<file path="config.mk">
export PLATFORM = sky130hd
export DESIGN_NAME = adc_pkt_streamer
export DESIGN_NICKNAME = d
export VERILOG_FILES = /design/src/rtl/adc_pkt_streamer.sv
export SDC_FILE = /design/constraint.sdc
export NUM_CORES = 1
export LEC_CHECK = 0
export ABC_CLOCK_PERIOD_IN_PS = 3000
export CORE_ASPECT_RATIO = 1.25
export CORE_UTILIZATION = 50
export CTS_CLUSTER_DIAMETER = 100
export DETAILED_ROUTE_END_ITERATION = 8
export DONT_BUFFER_PORTS = 1
export PLACE_DENSITY = 0.7
export SLEW_MARGIN = 5
export SYNTH_ARGS = -nofsm -noshare
export SYNTH_HDL_FRONTEND = slang
export SYNTH_SLANG_ARGS = --single-unit
</file>
<file path="constraint.sdc">
create_clock -name clk -period 3 [get_ports clk]
set_input_delay 0.75 -clock clk [delete_from_list [all_inputs] [get_ports clk]]
set_output_delay 0.75 -clock clk [all_outputs]
set_load 0.02 [all_outputs]
</file>
<file path="src/rtl/adc_pkt_streamer.sv">
// Multi-channel ADC packet streamer: latches sample sets and serialises
// enabled channels into headered, gap-separated packets on a divided read clock.
module adc_pkt_streamer #(
    parameter int DATA_W = 18,
    parameter int NUM_CH = 4,
    parameter int DIV_W  = 8,
    parameter int IDLE_W = 8,
    parameter int CNT_W  = 16,
    parameter logic [DATA_W-1:0] HDR_MARK = 18'h3A5A5
) (
    input  logic                     clk,
    input  logic                     rst,
    input  logic                     capture_start,
    input  logic                     self_test_mode,
    input  logic [DIV_W-1:0]         clk_div,
    input  logic [IDLE_W-1:0]        idle_length,
    input  logic [CNT_W-1:0]         pkt_length,
    input  logic [CNT_W-1:0]         num_pkts,
    input  logic [NUM_CH-1:0]        ch_en,
    input  logic [NUM_CH*DATA_W-1:0] adc_data,
    input  logic                     adc_valid,
    output logic [DATA_W-1:0]        out_data,
    output logic                     out_valid,
    output logic                     out_sop,
    output logic                     out_clk_rd,
    output logic                     busy,
    output logic                     done,
    output logic                     overflow
);

    localparam logic [2:0] S_IDLE = 3'd0;
    localparam logic [2:0] S_HDR  = 3'd1;
    localparam logic [2:0] S_DATA = 3'd2;
    localparam logic [2:0] S_GAP  = 3'd3;
    localparam logic [2:0] S_FIN  = 3'd4;

    logic [2:0]               state;
    logic [DIV_W-1:0]         d_l;
    logic [DIV_W-1:0]         d_in;
    logic [DIV_W-1:0]         div_cnt;
    logic [IDLE_W-1:0]        idle_l;
    logic [IDLE_W-1:0]        gap_cnt;
    logic [CNT_W-1:0]         plen_l;
    logic [CNT_W-1:0]         npk_l;
    logic [CNT_W-1:0]         set_cnt;
    logic [CNT_W-1:0]         pkt_cnt;
    logic [NUM_CH-1:0]        en_l;
    logic [NUM_CH-1:0]        pend;
    logic [NUM_CH-1:0]        low;
    logic [NUM_CH-1:0]        pend_nx;
    logic                     st_l;
    logic                     full;
    logic [DATA_W-1:0]        sample_idx;
    logic [DATA_W-1:0]        emit_word;
    logic [NUM_CH*DATA_W-1:0] shadow;
    logic [NUM_CH*DATA_W-1:0] st_pat;
    logic                     tick;
    logic                     in_data;
    logic                     emit;
    logic                     emptying;
    logic                     load_adc;
    logic                     load_st;
    logic                     ovf_ev;
    logic                     cfg_ok;
    logic                     start_ok;

    assign d_in       = (clk_div < DIV_W'(2)) ? DIV_W'(2) : clk_div;
    assign tick       = busy && (div_cnt == d_l - DIV_W'(1));
    assign out_clk_rd = busy && (div_cnt >= (d_l >> 1));
    assign in_data    = (state == S_DATA);
    assign cfg_ok     = (pkt_length != '0) && (num_pkts != '0) && (ch_en != '0);
    assign start_ok   = (state == S_IDLE) && capture_start && cfg_ok;

    // pend holds channels of the current set still to be sent; low is the next one
    assign low      = pend & (~pend + NUM_CH'(1));
    assign pend_nx  = pend & ~low;
    assign emit     = tick && in_data && full;
    assign emptying = emit && (pend_nx == '0);
    assign load_adc = !st_l && adc_valid && in_data && (!full || emptying);
    assign load_st  = st_l && in_data && !full;
    assign ovf_ev   = !st_l && adc_valid && in_data && full && !emptying;

    always_comb begin
        emit_word = '0;
        st_pat    = '0;
        for (int k = 0; k < NUM_CH; k++) begin
            if (low[k]) emit_word = shadow[k*DATA_W +: DATA_W];
            st_pat[k*DATA_W +: DATA_W] = sample_idx + DATA_W'(k);
        end
    end

    always_ff @(posedge clk) begin
        if (rst) begin
            state      <= S_IDLE;
            d_l        <= '0;
            div_cnt    <= '0;
            idle_l     <= '0;
            gap_cnt    <= '0;
            plen_l     <= '0;
            npk_l      <= '0;
            set_cnt    <= '0;
            pkt_cnt    <= '0;
            en_l       <= '0;
            pend       <= '0;
            st_l       <= 1'b0;
            full       <= 1'b0;
            sample_idx <= '0;
            shadow     <= '0;
            out_data   <= '0;
            out_valid  <= 1'b0;
            out_sop    <= 1'b0;
            busy       <= 1'b0;
            done       <= 1'b0;
            overflow   <= 1'b0;
        end else begin
            done <= 1'b0;
            if (busy) div_cnt <= tick ? '0 : div_cnt + DIV_W'(1);
            if (ovf_ev) overflow <= 1'b1;

            case (state)
                S_IDLE: begin
                    if (capture_start) begin
                        d_l    <= d_in;
                        idle_l <= idle_length;
                        plen_l <= pkt_length;
                        npk_l  <= num_pkts;
                        en_l   <= ch_en;
                        st_l   <= self_test_mode;
                        if (cfg_ok) begin
                            state    <= S_HDR;
                            busy     <= 1'b1;
                            div_cnt  <= '0;
                            overflow <= 1'b0;
                            set_cnt  <= '0;
                            pkt_cnt  <= '0;
                            gap_cnt  <= '0;
                        end else begin
                            done <= 1'b1;
                        end
                    end
                end
                S_HDR: begin
                    if (tick) begin
                        out_data   <= HDR_MARK;
                        out_valid  <= 1'b1;
                        out_sop    <= 1'b1;
                        sample_idx <= '0;
                        state      <= S_DATA;
                    end
                end
                S_DATA: begin
                    if (tick) begin
                        out_sop   <= 1'b0;
                        out_valid <= full;
                        if (full) out_data <= emit_word;
                        if (emptying) begin
                            if (set_cnt == plen_l - CNT_W'(1)) begin
                                set_cnt <= '0;
                                if (pkt_cnt == npk_l - CNT_W'(1)) begin
                                    state <= S_FIN;
                                end else begin
                                    pkt_cnt <= pkt_cnt + CNT_W'(1);
                                    gap_cnt <= '0;
                                    state   <= (idle_l == '0) ? S_HDR : S_GAP;
                                end
                            end else begin
                                set_cnt <= set_cnt + CNT_W'(1);
                            end
                        end
                    end
                end
                S_GAP: begin
                    if (tick) begin
                        out_valid <= 1'b0;
                        out_sop   <= 1'b0;
                        if (gap_cnt == idle_l - IDLE_W'(1)) begin
                            gap_cnt <= '0;
                            state   <= S_HDR;
                        end else begin
                            gap_cnt <= gap_cnt + IDLE_W'(1);
                        end
                    end
                end
                S_FIN: begin
                    // final word is held a full tick, then the stream closes
                    if (tick) begin
                        out_valid <= 1'b0;
                        out_sop   <= 1'b0;
                        busy      <= 1'b0;
                        done      <= 1'b1;
                        state     <= S_IDLE;
                    end
                end
                default: state <= S_IDLE;
            endcase

            if (start_ok) begin
                full       <= 1'b0;
                pend       <= '0;
                sample_idx <= '0;
            end else if (load_adc) begin
                shadow <= adc_data;
                full   <= 1'b1;
                pend   <= en_l;
            end else if (load_st) begin
                shadow     <= st_pat;
                full       <= 1'b1;
                pend       <= en_l;
                sample_idx <= sample_idx + DATA_W'(1);
            end else if (emit) begin
                pend <= pend_nx;
                if (emptying) full <= 1'b0;
            end
        end
    end

endmodule

</file>
==> out/metrics.cfg, run 1 <==
[logic_synthesis]
yosysSeqAreaShare_pct = 35.5
synth_most_common_cell = nand2_1
synth_edf_count = 0
yosysUniqueCellTypes = 77
yosysWarningCount = 0
syn_area_sq_mm = 0.0125
synth.top_cell.area_share_pct = 35.5
async_flop_share_pct = 0
synthTopCellsByCount = nand2_1 (305), dfxtp_1 (222), nor2_1 (190)
synth_ff_type = dfxtp_1
yosys.area.top_type = dfxtp_1
synth_cells = 1671
synth_area_leaders = dfxtp_1 (35%), nand2_1 (9.1%), a21oi_1 (7.5%)
ys_ff_latch = 222
synth.net_count = 1819
synth.avg_cell_area_sq_um = 7.49

[run_status]
violations = negative setup slack
status = finished with violations

[power]
irDropWorstVdd_mv = 0.511
p_leak_nw = 5.26
pwr_density_cell_mw_per_mm2 = 672
fin_total_pwr_mw = 10.2

[clock_tree]
cts_root_buffer = clkbuf_16
cts_tree = done
cts_buffers = 25
clock-sinks = 222
clkTransAtPathRegs_ns = 0.06
clk_path_buf_depth = 3
clk_latency_ns = 0.53
htreeDepth = 1

[sta]
setup_ws_ns = -0.0826
tightest_slew_ns = 0.772
final.setup.tns_ns = -0.247
maxSlewViolCount = 0
setup_viol = 5
max_freq_mhz = 324
fin_crit_sh_pct = 103
period_needed_ns = 3.08
skew_ns = 0.00954
final_hold_viol_count = 0
rsz0062_at_grt = yes
relSlewSlack_pct = 48.4

[flow_run]
max-cap-violations = 0

[global_routing]
grt_start_max_net_pins = 169
grt_overflow = 0
grt_pass1_wl_microns = 58100
antenna_found_initial = 0
grt_usage_pct = 28.3
grt_pass1_vias = 11400

[final_layout]
syn2layout_area_growth_pct = 20.6
final_nets = 1853
fill_cells = 2225
final_area_sq_mm = 0.0151
fin_util_pct = 61.7
drive_gt1_share_pct = 15.9
diodes = 0

[die]
initial_core_util_pct = 51.1
dieArea_sq_mm = 0.0257
rows = 64
ios = 153
die_h_microns = 179
die_width_microns = 144
coreArea_sq_mm = 0.0245

[critical_path]
r2r_setup_slack_ns = -0.08
worstReg2RegStart = d_l[2]$_SDFFE_PP0P_
crit_path_end_kind = register
critPathArrivalTime_ns = 3.55
worst_r2r_endpoint = pkt_cnt[14]$_SDFFE_PP0P_
rr_worst_depth = 10
worstSetupPathType = reg2reg
required_ns = 3.47
critPathLaunchType = register
cp_max_fo = 6

[drt]
drtAntennaViolNets = 0
drc = 0
vias = 12500
wl_per_cell_microns = 19.5
wl_microns = 40000
drt_iter0_markers = 880
via_per_inst = 6.07
dr.pass1.iters = 5

[placement]
place_hpwl_microns = 25600
placed_area_sq_mm = 0.0133
gp_congestion = 0.911
numPortBuffers = 0

[min_path]
hp-start = rst
hold_class = in2reg
hold_depth = 1
hold_end = npk_l[8]$_SDFFE_PP0P_

==> sequential cells by signal (all words and copies together) (netlist names), 3 cells and up <==
| signal | cells |
|---|---|
| div_cnt | 8 |
| gap_cnt | 8 |
| en_l | 4 |
| shadow | 72 |
| npk_l | 16 |
| idle_l | 8 |
| d_l | 8 |
| out_data | 18 |
| state | 3 |
| pkt_cnt | 16 |
| set_cnt | 16 |
| plen_l | 16 |
| sample_idx | 18 |
| pend | 4 |
==> power by group <==
group / switching [mW] / internal, mW
logic: 1.90 / 1.45
registers: 0.231 / 3.22
clock network: 1.28 / 2.07
total: 3.41 / 6.74
==> cells in the final DEF, fill, tap and decap left out, types with 9 or more instances in the layout <==
master,count
buf_6,20
o21ai_0,24
clkbuf_16,31
nand2_1,304
xnor2_1,71
or3_1,11
a21o_1,9
nand3_1,36
a211oi_1,31
xor2_1,55
mux2i_1,11
and3_1,12
a311oi_1,16
o211ai_1,33
a221oi_1,14
inv_1,29
nor4_1,20
dfxtp_1,217
nand4_1,22
buf_4,102
ha_1,16
nor2_1,183
nor3_1,31
or4_4,9
a22oi_1,10
a21oi_2,9
a21oi_1,179
==> worst max-delay path by stage <==
| stage | from | end | slack, ns |
|---|---|---|---|
| 6_report | d_l[2]$_SDFFE_PP0P_ | pkt_cnt[14]$_SDFFE_PP0P_ | -0.08 |
| 5_1_grt | d_l[1]$_SDFFE_PP0P_ | out_clk_rd | -0.19 |
| 4_1_cts | d_l[1]$_SDFFE_PP0P_ | out_clk_rd | -0.05 |
| 3_5_place_dp | plen_l[5]$_SDFFE_PP0P_ | pkt_cnt[14]$_SDFFE_PP0P_ | -0.15 |
| 3_3_place_gp | plen_l[1]$_SDFFE_PP0P_ | pkt_cnt[14]$_SDFFE_PP0P_ | -0.07 |
| 2_1_floorplan | plen_l[0]$_SDFFE_PP0P_ | pkt_cnt[13]$_SDFFE_PP0P_ | -0.08 |
==> final cells by class <==
cell class | instances | area [sq um] | share of cell area (%)
clock buffer | 31 | 658 | 4.36
multi-input combinational | 1288 | 7950 | 52.6
timing repair buffer | 137 | 1300 | 8.59
inverter | 31 | 119 | 0.787
tap | 330 | 413 | 2.73
clock inverter | 11 | 218 | 1.44
sequential | 222 | 4450 | 29.5
==> per-layer routing <==
metal  vias up  wire length [microns]  share of wire [%]  GRT usage [%]
li1       5948                      -                  -              -
met1      5905                  15300                 38           32.2
met2       485                  20200                 51           52.4
met3       115                   2980                7.4           5.93
met4         0                   1480                3.7           8.78
met5         -                      0                  0              0
==> critical path, cell delays in order (launching register included) <==
cell      delay [ns]
dfxtp_2         0.33
buf_6           0.12
or4_4           0.53
o41ai_4         0.29
nand4_1         0.25
nand4b_1        0.40
o21ai_4         0.24
o21ai_4         0.16
buf_6           0.17
or4_4           0.41
a21oi_2         0.12
==> cell families after synthesis <==
kind of cell / after synthesis / synth area share (%)
buf+inv: 163 / 5.05
xor+xnor: 127 / 8.88
compound gates: 411 / 21.5
fa+ha+maj: 19 / 1.90
mux: 11 / 0.879
flops: 222 / 35.5
simple gates: 718 / 26.3
==> repair_timing <==
action,CTS,global route
hold buffers,0,0
setup buffers,4,11
gates cloned,1,17
resized for setup,15,94
pin swaps,11,28
setup endpoints to repair,38,144
==> through the flow <==
| step | worst slack [ns] | cells | hold slack [ns] |
|---|---|---|---|
| 2_1_floorplan | -0.0790 | 1671 | 0.433 |
| 3_5_place_dp | -0.151 | 1976 | 0.445 |
| 3_3_place_gp | -0.0737 | 1976 | 0.439 |
| 5_1_grt | -0.187 | 2050 | 0.261 |
| 6_report | -0.0826 | 2050 | 0.290 |
| 4_1_cts | -0.0508 | 2023 | 0.279 |
No activity file was read; power rests on OpenSTA's default activity.
==> run 2, diff against run 1 <==
Settings changed: CORE_MARGIN from default to 2.
==> out/metrics.cfg, run 2 (synthesis results as in run 1) <==
[die]
die_h_microns = 181  ; +1.1%
coreArea_sq_mm = 0.0246  ; +0.33%
initial_core_util_pct = 50.9  ; -0.17 points
die_width_microns = 146  ; +1.4%
ios = 153  ; unchanged
dieArea_sq_mm = 0.0263  ; +2.5%
rows = 64  ; unchanged

[clock_tree]
clk_latency_ns = 0.53  ; about the same
clk_path_buf_depth = 3  ; unchanged
cts_root_buffer = clkbuf_16
htreeDepth = 1  ; unchanged
cts_buffers = 25  ; unchanged
clock-sinks = 222  ; unchanged
cts_tree = done
clkTransAtPathRegs_ns = 0.06  ; about the same

[sta]
setup_viol = 1  ; -4
relSlewSlack_pct = 41.0  ; -7.3 points
final.setup.tns_ns = -0.0442  ; +0.203 ns
fin_crit_sh_pct = 101  ; -1.3 points
tightest_slew_ns = 0.882  ; +0.110 ns
maxSlewViolCount = 0  ; unchanged
max_freq_mhz = 328  ; +1.3%
rsz0062_at_grt = yes
period_needed_ns = 3.04  ; -0.0385 ns
final_hold_viol_count = 0  ; unchanged
skew_ns = 0.0221  ; +0.0126 ns
setup_ws_ns = -0.0442  ; +0.0385 ns

[final_layout]
syn2layout_area_growth_pct = 18.2
top_register = shadow
reg_top3 = shadow: 72 flops, out_data: 18 flops, sample_idx: 18 flops
regArea_sq_mm = 0.00445  ; about the same
largest_register_ffs = 72  ; unchanged
final_common_cell = nand2_1
final_cell_mix = nand2_1 (304), dfxtp_1 (218), nor2_1 (185)
fill_cells = 2246  ; +0.94%
drive_gt1_share_pct = 14.9  ; -0.95 points
final_nets = 1843  ; -0.54%
multi_input_area_sq_mm = 0.00790  ; -0.65%

[flow_run]
max-cap-violations = 0  ; unchanged

[drt]
drc = 0  ; unchanged
wl_met3_microns = 2880  ; -3.2%
top_layer = met4
drtAntennaViolNets = 0  ; unchanged
drt-met1-wl_microns = 15200  ; -0.92%
route.met2.wl_microns = 19900  ; -1.6%
drt_iter0_markers = 899  ; +2.2%
wl_per_cell_microns = 19.3  ; -0.97%
dr.pass1.iters = 5  ; unchanged
vias = 12400  ; -0.74%
wl_microns = 39400  ; -1.5%
via_per_inst = 6.06  ; -0.25%

[placement]
gp_congestion = 0.913  ; +0.22%
place_hpwl_microns = 25900  ; +1.4%
numPortBuffers = 0  ; unchanged

[run_status]
status = finished with violations
violations = negative setup slack

[min_path]
hold_class = in2reg
hold_depth = 1  ; unchanged

[power]
irDropWorstVdd_mv = 0.482  ; -5.8%
p_leak_nw = 5.10  ; -3.1%
fin_total_pwr_mw = 9.52  ; -6.2%
pwr_density_cell_mw_per_mm2 = 643  ; -4.3%

[critical_path]
rr_worst_depth = 10  ; unchanged
cp_max_fo = 2  ; -4
critPathArrivalTime_ns = 2.29  ; -1.26 ns
critPathLaunchType = register
worstSetupPathType = reg2out
required_ns = 2.25  ; -1.22 ns
crit_path_end_kind = output pin

[global_routing]
grt_overflow = 0  ; unchanged
grt_pass1_wl_microns = 58900  ; +1.3%
antenna_found_initial = 1  ; +1
grt_pass1_vias = 11500  ; +0.57%
grt_usage_pct = 26.8  ; -1.6 points
grt_start_max_net_pins = 169  ; unchanged

[run 2: cell types whose count changed in the layout (fill, tap and decap cells not counted), moves of 3 or more]
| cell | previous run | this run |
|---|---|---|
| nor3_1 | 31 | 34 |
| buf_6 | 20 | 13 |
| bufinv_16 | 6 | 0 |
| a311oi_1 | 16 | 19 |
| clkbuf_1 | 5 | 8 |
| o31ai_1 | 7 | 11 |
| a22oi_1 | 10 | 2 |
| a311oi_2 | 4 | 1 |
| nor3_2 | 4 | 1 |
| a22oi_2 | 0 | 8 |
[run 2: what timing repair did]
item,4_1_cts,5_1_grt
endpoints found under the setup margin,38,155
hold buffers,0,0
cloned,1,14
setup buffers,6,11
pin swaps,11,35
gates resized for setup,17,82
[run 2: cell type report]
class	count	area share (%)
tap	330	2.79
clock buffer	36	4.71
multi-input combinational	1288	53.4
clock inverter	5	0.262
timing repair buffer	127	8.00
antenna	1	0.0169
sequential	222	30.1
inverter	31	0.803
[run 2: worst paths after layout]
kind	startpoint	slack, ns	end
worst max-delay path	d_l[1]$_SDFFE_PP0P_	-0.04	out_clk_rd
worst min-delay path	rst	0.31	plen_l[1]$_SDFFE_PP0P_
worst max register to register	d_l[2]$_SDFFE_PP0P_	0.01	pkt_cnt[11]$_SDFFE_PP0P_
worst min register to register	en_l[1]$_SDFFE_PP0P_	0.46	en_l[1]$_SDFFE_PP0P_
[run 2: routing by layer]
| metal | GRT usage [%] | up-vias |
|---|---|---|
| met5 | 0 | - |
| met3 | 4.55 | 101 |
| met2 | 48.2 | 495 |
| met1 | 32.1 | 5838 |
| li1 | - | 5927 |
| met4 | 9.33 | 0 |
[run 2: metrics by stage]
step,cells,worst slack (ns),hold slack [ns],area [sq um],util (%)
2_1_floorplan,1671,-0.0790,0.433,12600,-
3_3_place_gp,1966,-0.0617,0.445,13300,54.0
3_5_place_dp,1966,-0.128,0.447,13300,54.0
4_1_cts,2014,-0.0571,0.294,14100,57.5
5_1_grt,2040,-0.155,0.284,14800,60.2
6_report,2040,-0.0442,0.312,14800,60.2
[run 2: power breakdown]
| group | internal [mW] | switching [mW] | total (mW) |
|---|---|---|---|
| Combinational | 1.37 | 1.85 | 3.22 |
| Sequential | 3.22 | 0.234 | 3.45 |
| Clock | 1.61 | 1.24 | 2.85 |
[run 2: worst max-delay path, stage by stage (launching register included)]
cell	delay (ns)
dfxtp_2	0.32
buf_6	0.11
ha_4	0.20
nand2b_4	0.13
a21o_1	0.15
a21o_1	0.17
a21o_1	0.16
a21oi_2	0.12
nor2b_1	0.06
o21ai_1	0.12
a21boi_1	0.07
buf_4	0.16
